<file path="config.mk">
export PLATFORM = sky130hd
export DESIGN_NAME = pcode_correlator
export DESIGN_NICKNAME = d
export VERILOG_FILES = /design/src/rtl/pcode_correlator_pkg.sv /design/src/rtl/pcode_corr_acc.sv /design/src/rtl/pcode_correlator.sv
export SDC_FILE = /design/constraint.sdc
export NUM_CORES = 1
export LEC_CHECK = 0
export CAP_MARGIN = 20
export CORE_AREA = 2 2 114 127
export CTS_BUF_LIST = sky130_fd_sc_hd__clkbuf_4 sky130_fd_sc_hd__clkbuf_8 sky130_fd_sc_hd__clkbuf_16
export DETAILED_ROUTE_END_ITERATION = 10
export DIE_AREA = 0 0 116 129
export GPL_ROUTABILITY_DRIVEN = 0
export PLACE_DENSITY_LB_ADDON = 0.2
export SETUP_SLACK_MARGIN = 0.02
export SLEW_MARGIN = 20
export SYNTH_ARGS = -nofsm -noshare
export SYNTH_HDL_FRONTEND = slang
export SYNTH_SLANG_ARGS = --single-unit
</file>
<file path="constraint.sdc">
create_clock -name clk -period 8.2 [get_ports clk]
set_clock_uncertainty 0.15 [all_clocks]
set_input_delay 1.64 -clock clk [delete_from_list [all_inputs] [get_ports clk]]
set_output_delay 1.64 -clock clk [all_outputs]
set_load 0.02 [all_outputs]
</file>
<file path="src/rtl/pcode_correlator_pkg.sv">
// Shared types and defaults for the P-code correlator.
// No logic; compile-time constants only.
// Not applicable (no datapath).
package pcode_correlator_pkg;

    localparam int ACC_WIDTH_DEF = 16;
    localparam int LOCK_CNT_DEF  = 3;

    typedef enum logic [1:0] {
        SEARCH = 2'd0,
        VERIFY = 2'd1,
        LOCKED = 2'd2
    } lock_state_t;

endpackage

</file>
<file path="src/rtl/pcode_corr_acc.sv">
// Single correlator tap: +/-1 accumulate per chip, dump register loaded on the last chip.
// Latency: dump_dat valid one clock after the edge sampling the last chip; sum is combinational.
// No backpressure; the parent decides when to dump, and a dump always overwrites.
module pcode_corr_acc #(
    parameter int ACC_WIDTH = 16
) (
    input  logic                        clk,
    input  logic                        reset_n,
    input  logic                        restart,
    input  logic                        en,
    input  logic                        chip,
    input  logic                        tap,
    input  logic                        dump_ld,
    output logic signed [ACC_WIDTH-1:0] sum,
    output logic signed [ACC_WIDTH-1:0] dump_dat
);

    logic signed [ACC_WIDTH-1:0] acc_q;
    logic signed [ACC_WIDTH-1:0] step;

    // Agreement contributes +1, disagreement -1 (all ones).
    assign step = (chip == tap) ? {{(ACC_WIDTH-1){1'b0}}, 1'b1} : {ACC_WIDTH{1'b1}};
    assign sum  = acc_q + step;

    // Accumulate on each strobe; on the dump chip move the sum out and restart from zero.
    always_ff @(posedge clk or negedge reset_n) begin
        if (!reset_n) begin
            acc_q    <= '0;
            dump_dat <= '0;
        end else if (restart) begin
            acc_q    <= '0;
            dump_dat <= '0;
        end else if (en) begin
            if (dump_ld) begin
                acc_q    <= '0;
                dump_dat <= sum;
            end else begin
                acc_q    <= sum;
            end
        end
    end

endmodule

</file>
<file path="src/rtl/pcode_correlator.sv">
// Early/prompt/late despreader with programmable integration, dump handshake and lock detector.
// Latency: dump and locked visible one clock after the edge that sampled the last chip.
// Dumps never stall: an unconsumed dump is overwritten and the sticky overrun flag is set.
module pcode_correlator
    import pcode_correlator_pkg::*;
#(
    parameter int ACC_WIDTH = ACC_WIDTH_DEF,
    parameter int LOCK_CNT  = LOCK_CNT_DEF
) (
    input  logic                        clk,
    input  logic                        reset_n,
    input  logic                        restart,
    input  logic                        en,
    input  logic                        chip_in,
    input  logic                        code_in,
    input  logic [ACC_WIDTH-2:0]        int_len,
    input  logic [ACC_WIDTH-2:0]        lock_thresh,
    output logic signed [ACC_WIDTH-1:0] early,
    output logic signed [ACC_WIDTH-1:0] prompt,
    output logic signed [ACC_WIDTH-1:0] late,
    output logic                        dump_valid,
    input  logic                        dump_ready,
    output logic                        overrun,
    output logic                        locked
);

    localparam int CW = $clog2(LOCK_CNT + 1);

    logic                        code_d1, code_d2;
    logic [ACC_WIDTH-2:0]        chip_cnt;
    logic [ACC_WIDTH-2:0]        eff_len;
    logic                        last_chip;
    logic                        dump_ld;
    logic signed [ACC_WIDTH-1:0] early_sum, prompt_sum, late_sum;
    logic [ACC_WIDTH-1:0]        prompt_mag;
    logic                        hit;
    lock_state_t                 state_q, state_nxt;
    logic [CW-1:0]               hit_cnt_q, hit_cnt_nxt, cnt_inc;

    // A zero length would never terminate, so it behaves as a one-chip integration.
    assign eff_len   = (int_len == '0) ? {{(ACC_WIDTH-2){1'b0}}, 1'b1} : int_len;
    assign last_chip = (chip_cnt == eff_len - 1'b1);
    assign dump_ld   = en & last_chip & ~restart;

    // Replica delay line giving the prompt (1 strobe) and late (2 strobes) taps.
    always_ff @(posedge clk or negedge reset_n) begin
        if (!reset_n) begin
            code_d1 <= 1'b0;
            code_d2 <= 1'b0;
        end else if (restart) begin
            code_d1 <= 1'b0;
            code_d2 <= 1'b0;
        end else if (en) begin
            code_d1 <= code_in;
            code_d2 <= code_d1;
        end
    end

    // Chip counter within the current integration.
    always_ff @(posedge clk or negedge reset_n) begin
        if (!reset_n) begin
            chip_cnt <= '0;
        end else if (restart) begin
            chip_cnt <= '0;
        end else if (en) begin
            chip_cnt <= last_chip ? '0 : chip_cnt + 1'b1;
        end
    end

    pcode_corr_acc #(.ACC_WIDTH(ACC_WIDTH)) u_acc_early (
        .clk(clk), .reset_n(reset_n), .restart(restart), .en(en), .chip(chip_in),
        .tap(code_in), .dump_ld(dump_ld), .sum(early_sum), .dump_dat(early)
    );

    pcode_corr_acc #(.ACC_WIDTH(ACC_WIDTH)) u_acc_prompt (
        .clk(clk), .reset_n(reset_n), .restart(restart), .en(en), .chip(chip_in),
        .tap(code_d1), .dump_ld(dump_ld), .sum(prompt_sum), .dump_dat(prompt)
    );

    pcode_corr_acc #(.ACC_WIDTH(ACC_WIDTH)) u_acc_late (
        .clk(clk), .reset_n(reset_n), .restart(restart), .en(en), .chip(chip_in),
        .tap(code_d2), .dump_ld(dump_ld), .sum(late_sum), .dump_dat(late)
    );

    // Magnitude fits unsigned ACC_WIDTH bits even for the most negative value.
    assign prompt_mag = prompt_sum[ACC_WIDTH-1] ? $unsigned(-prompt_sum) : $unsigned(prompt_sum);
    assign hit        = (prompt_mag >= {1'b0, lock_thresh});

    // Dump handshake: new dump wins over consumption; overwrite of unread data is sticky.
    always_ff @(posedge clk or negedge reset_n) begin
        if (!reset_n) begin
            dump_valid <= 1'b0;
            overrun    <= 1'b0;
        end else if (restart) begin
            dump_valid <= 1'b0;
            overrun    <= 1'b0;
        end else if (dump_ld) begin
            dump_valid <= 1'b1;
            if (dump_valid && !dump_ready) begin
                overrun <= 1'b1;
            end
        end else if (dump_valid && dump_ready) begin
            dump_valid <= 1'b0;
        end
    end

    // Lock state register; locked is registered alongside so it updates with the dump.
    always_ff @(posedge clk or negedge reset_n) begin
        if (!reset_n) begin
            state_q   <= SEARCH;
            hit_cnt_q <= '0;
            locked    <= 1'b0;
        end else if (restart) begin
            state_q   <= SEARCH;
            hit_cnt_q <= '0;
            locked    <= 1'b0;
        end else begin
            state_q   <= state_nxt;
            hit_cnt_q <= hit_cnt_nxt;
            locked    <= (state_nxt == LOCKED);
        end
    end

    assign cnt_inc = hit_cnt_q + 1'b1;

    // Lock next-state: only advances on a dump; counts consecutive hits (or misses while locked).
    always_comb begin
        state_nxt   = state_q;
        hit_cnt_nxt = hit_cnt_q;
        if (dump_ld) begin
            case (state_q)
                SEARCH: begin
                    if (hit) begin
                        state_nxt   = VERIFY;
                        hit_cnt_nxt = {{(CW-1){1'b0}}, 1'b1};
                    end
                end
                VERIFY: begin
                    if (!hit) begin
                        state_nxt   = SEARCH;
                        hit_cnt_nxt = '0;
                    end else if (cnt_inc == CW'(LOCK_CNT)) begin
                        state_nxt   = LOCKED;
                        hit_cnt_nxt = '0;
                    end else begin
                        hit_cnt_nxt = cnt_inc;
                    end
                end
                LOCKED: begin
                    if (hit) begin
                        hit_cnt_nxt = '0;
                    end else if (cnt_inc == CW'(LOCK_CNT)) begin
                        state_nxt   = SEARCH;
                        hit_cnt_nxt = '0;
                    end else begin
                        hit_cnt_nxt = cnt_inc;
                    end
                end
                default: begin
                    state_nxt   = SEARCH;
                    hit_cnt_nxt = '0;
                end
            endcase
        end
    end

endmodule

</file>
==> flow_summary.ini <==
[synth]
ys_ff_latch = 120
synthDistinctLibCells = 75
synth_top_area_share = 0.365
ys.flop_type = dfrtp_1
synth.net_count = 1043
async_reset_ff_frac = 1.00
syn_inst = 942
yosys-top-cells-area = dfrtp_1, ha_1, nand2_1
yosys_warnings = 0
syn_area_sq_um = 8230
syn_area_per_cell_sq_um = 8.73
yosysSeqAreaShare = 0.365
synth_edf_count = 0
synth_top_area_cell = dfrtp_1

[clock_tree]
insertion_delay_ns = 0.42
clockBufferDepth = 2
cts.sinks = 120
cts-resized-gates = 0
hold_buffers = 0
ctsRootBufferMaster = clkbuf_16
postCtsSetupBuffers = 0
clkSlewWorstSetupHoldPaths_ns = 0.05
cts_tree = done
htreeDepth = 4
cts-buffers-inserted = 17

[drt]
via_per_inst = 5.89
first_pass_iters = 5
ant_nets = 0
via_count = 7197
wl_microns = 19900
drc_errors = 0
drtIter0Drc = 434
routedWlPerCell_microns = 16.3

[layout]
n_antenna_cell = 0
fin_nets = 1122
drive_gt1_frac = 0.0754
synthToLayoutAreaGrowth_pct = 19.4

[worst_setup_path]
slowest_delay_ns = 0.59
critPathMaxFanout = 17
crit_start = chip_in
cp.required_ns = 8.35
r2r-start = code_d1
crit_chain = clkdlybuf4s50_1 -> xor2_1 -> buf_4 -> inv_1 -> fa_1 -> nor2b_4 -> o31a_1 -> a21oi_1 -> nor3_1 -> or4b_1 -> or3_2 -> o31ai_1 -> xnor2_1 -> ha_1 -> o21a_1 -> o21a_1 -> a21oi_1 -> o21ai_0 -> a41oi_4 -> a211oi_1 -> a311o_1
start_kind = input pin
endpoint_kind = flip-flop
critPathSlowestCell = clkdlybuf4s50_1
crit_type = input pin to flip-flop
arrival_ns = 7.20

[die]
die_width_microns = 116
row_count = 45
ioPinCount = 88
dieArea_sq_um = 15000
fp.dieH_microns = 129
coreArea_sq_um = 13600
start_util = 0.604

[outcome]
status = finished clean

[global_routing]
grt_max_degree = 73
antenna_found_initial = 0
grt_overflow = 0
grt_pass1_wl_microns = 33500
first_global_vias = 7019
track_usage = 0.283

[sta]
tightest_slew_ns = 1.02
relSlewSlack = 0.301
setup_ws_ns = 1.15
finalSetupTns_ns = 0
final.period_utilization = 0.860
slew_viol_final = 0
rsz0062_at_grt = no
finalSetupViolCount = 0
post-route-min-period_ns = 7.05
hold_viol = 0
fmax_mhz = 142

[placement]
io_buffers = 87
dpl.hpwl_microns = 13600
dpl_worst_slack_ns = 0.868

[power_and_ir_drop]
sequentialPowerShare = 0.254
leakagePower_uw = 0.00432
power_frac_comb = 0.497
p_per_area_nw_per_um2 = 297
switching_share = 0.392
ir_worst_vdd_mv = 0.162
p_int_uw = 1770
clockPowerShare = 0.250
p_switching_uw = 1140

[flow_run]
drv_cap = 0

[worst_hold_path]
holdCritPathClass = flip-flop to flip-flop
min-delay-start = u_acc_early.acc_q[6]
==> power groups by stage <==
stage | registers [uW] | logic [uW] | clock network [uW]
after global routing | 747 | 1610 | 760
after CTS | 737 | 1440 | 731
final | 738 | 1450 | 727
after floorplan | 736 | 1110 | 0
after detailed placement | 745 | 1420 | 0
after global placement | 742 | 1390 | 0
==> cell usage in the layout (no fill, tap or decap), types with 8 or more instances in the layout <==
cell type	count
nand2_1	132
dfrtp_1	120
clkdlybuf4s50_1	85
clkbuf_16	17
a21o_1	10
inv_1	37
xor2_1	29
ha_1	61
a21oi_1	83
a22o_1	22
a31oi_1	9
o21a_1	12
a211oi_1	10
xnor2_1	50
o21ai_0	52
buf_4	11
or3_1	8
nand3_1	30
nand2b_1	9
nor3_1	19
nor2_1	76
and3_1	17
==> flip-flops by register name (all words and copies together) (netlist names) <==
register and count:
u_acc_early.acc_q 16, u_acc_prompt.acc_q 16, hit_cnt_q 2, u_acc_late.dump_dat 16
dump_valid 1, u_acc_prompt.dump_dat 16, chip_cnt 15, locked 1
u_acc_early.dump_dat 16, code_d1 1, state_q 2, overrun 1
u_acc_late.acc_q 16, code_d2 1
==> stage by stage <==
step / std cells / util / hold WS, ns / power, uW / area (sq um)
CTS: 1222 / 0.721 / 0.343 / 2900 / 9820
floorplan: 942 / - / 0.305 / 1850 / 8230
finish: 1222 / 0.721 / 0.337 / 2910 / 9820
global placement: 1190 / 0.678 / 0.319 / 2130 / 9240
detailed placement: 1190 / 0.678 / 0.331 / 2160 / 9240
global route: 1222 / 0.721 / 0.377 / 3120 / 9820
==> per-layer routing <==
layer	wire [microns]	global-route usage
met1	9070	0.379
met2	9560	0.468
met3	903	0.0443
met4	406	0.103
met5	0	0
==> cells in the mapped netlist (17+ instances only) <==
cell type and n:
nor3_1 19, nand2_1 132, nor2_1 79, a21oi_1 83
xor2_1 29, and3_1 17, clkbuf_1 26, xnor2_1 50
nand3_1 31, ha_1 61, o21ai_0 52, dfrtp_1 120
a22o_1 22, inv_1 37
==> path summary, 6_finish.rpt <==
| kind | endpoint | slack (ns) | depth (start not counted) |
|---|---|---|---|
| min in group asynchronous | chip_cnt[13] | 1.11 | 1 |
| worst max-delay path | state_q[1] | 1.15 | 21 |
| worst min register to register | u_acc_early.acc_q[6] | 0.34 | 2 |
| worst min-delay path | u_acc_early.acc_q[6] | 0.34 | 2 |
| worst max register to register | state_q[1] | 2.60 | 20 |
| max in group asynchronous | u_acc_early.acc_q[6] | 5.45 | 2 |
==> critical path, delay by kind of cell <==
family / cells / cell delay [ns]
fa+ha+maj: 2 / 0.69
simple gates: 4 / 1.46
compound gates: 10 / 2.12
buf+inv: 3 / 0.94
xor+xnor: 2 / 0.32
==> final cells by class <==
cell class / instances / area (sq um)
clock buffer: 25 / 510
tap: 188 / 235
timing repair buffer: 97 / 938
sequential: 120 / 3000
multi-input combinational: 747 / 4920
inverter: 38 / 143
clock inverter: 7 / 67.6
fill: 1090 / 3800
==> logic make-up after synthesis <==
logic type / after synthesis / share of synthesized area
compound gates: 258 / 0.207
xor+xnor: 79 / 0.0841
fa+ha+maj: 64 / 0.100
buf+inv: 75 / 0.0386
flops: 120 / 0.365
mux: 9 / 0.0116
simple gates: 337 / 0.194
(Power assumes the default switching activity.)
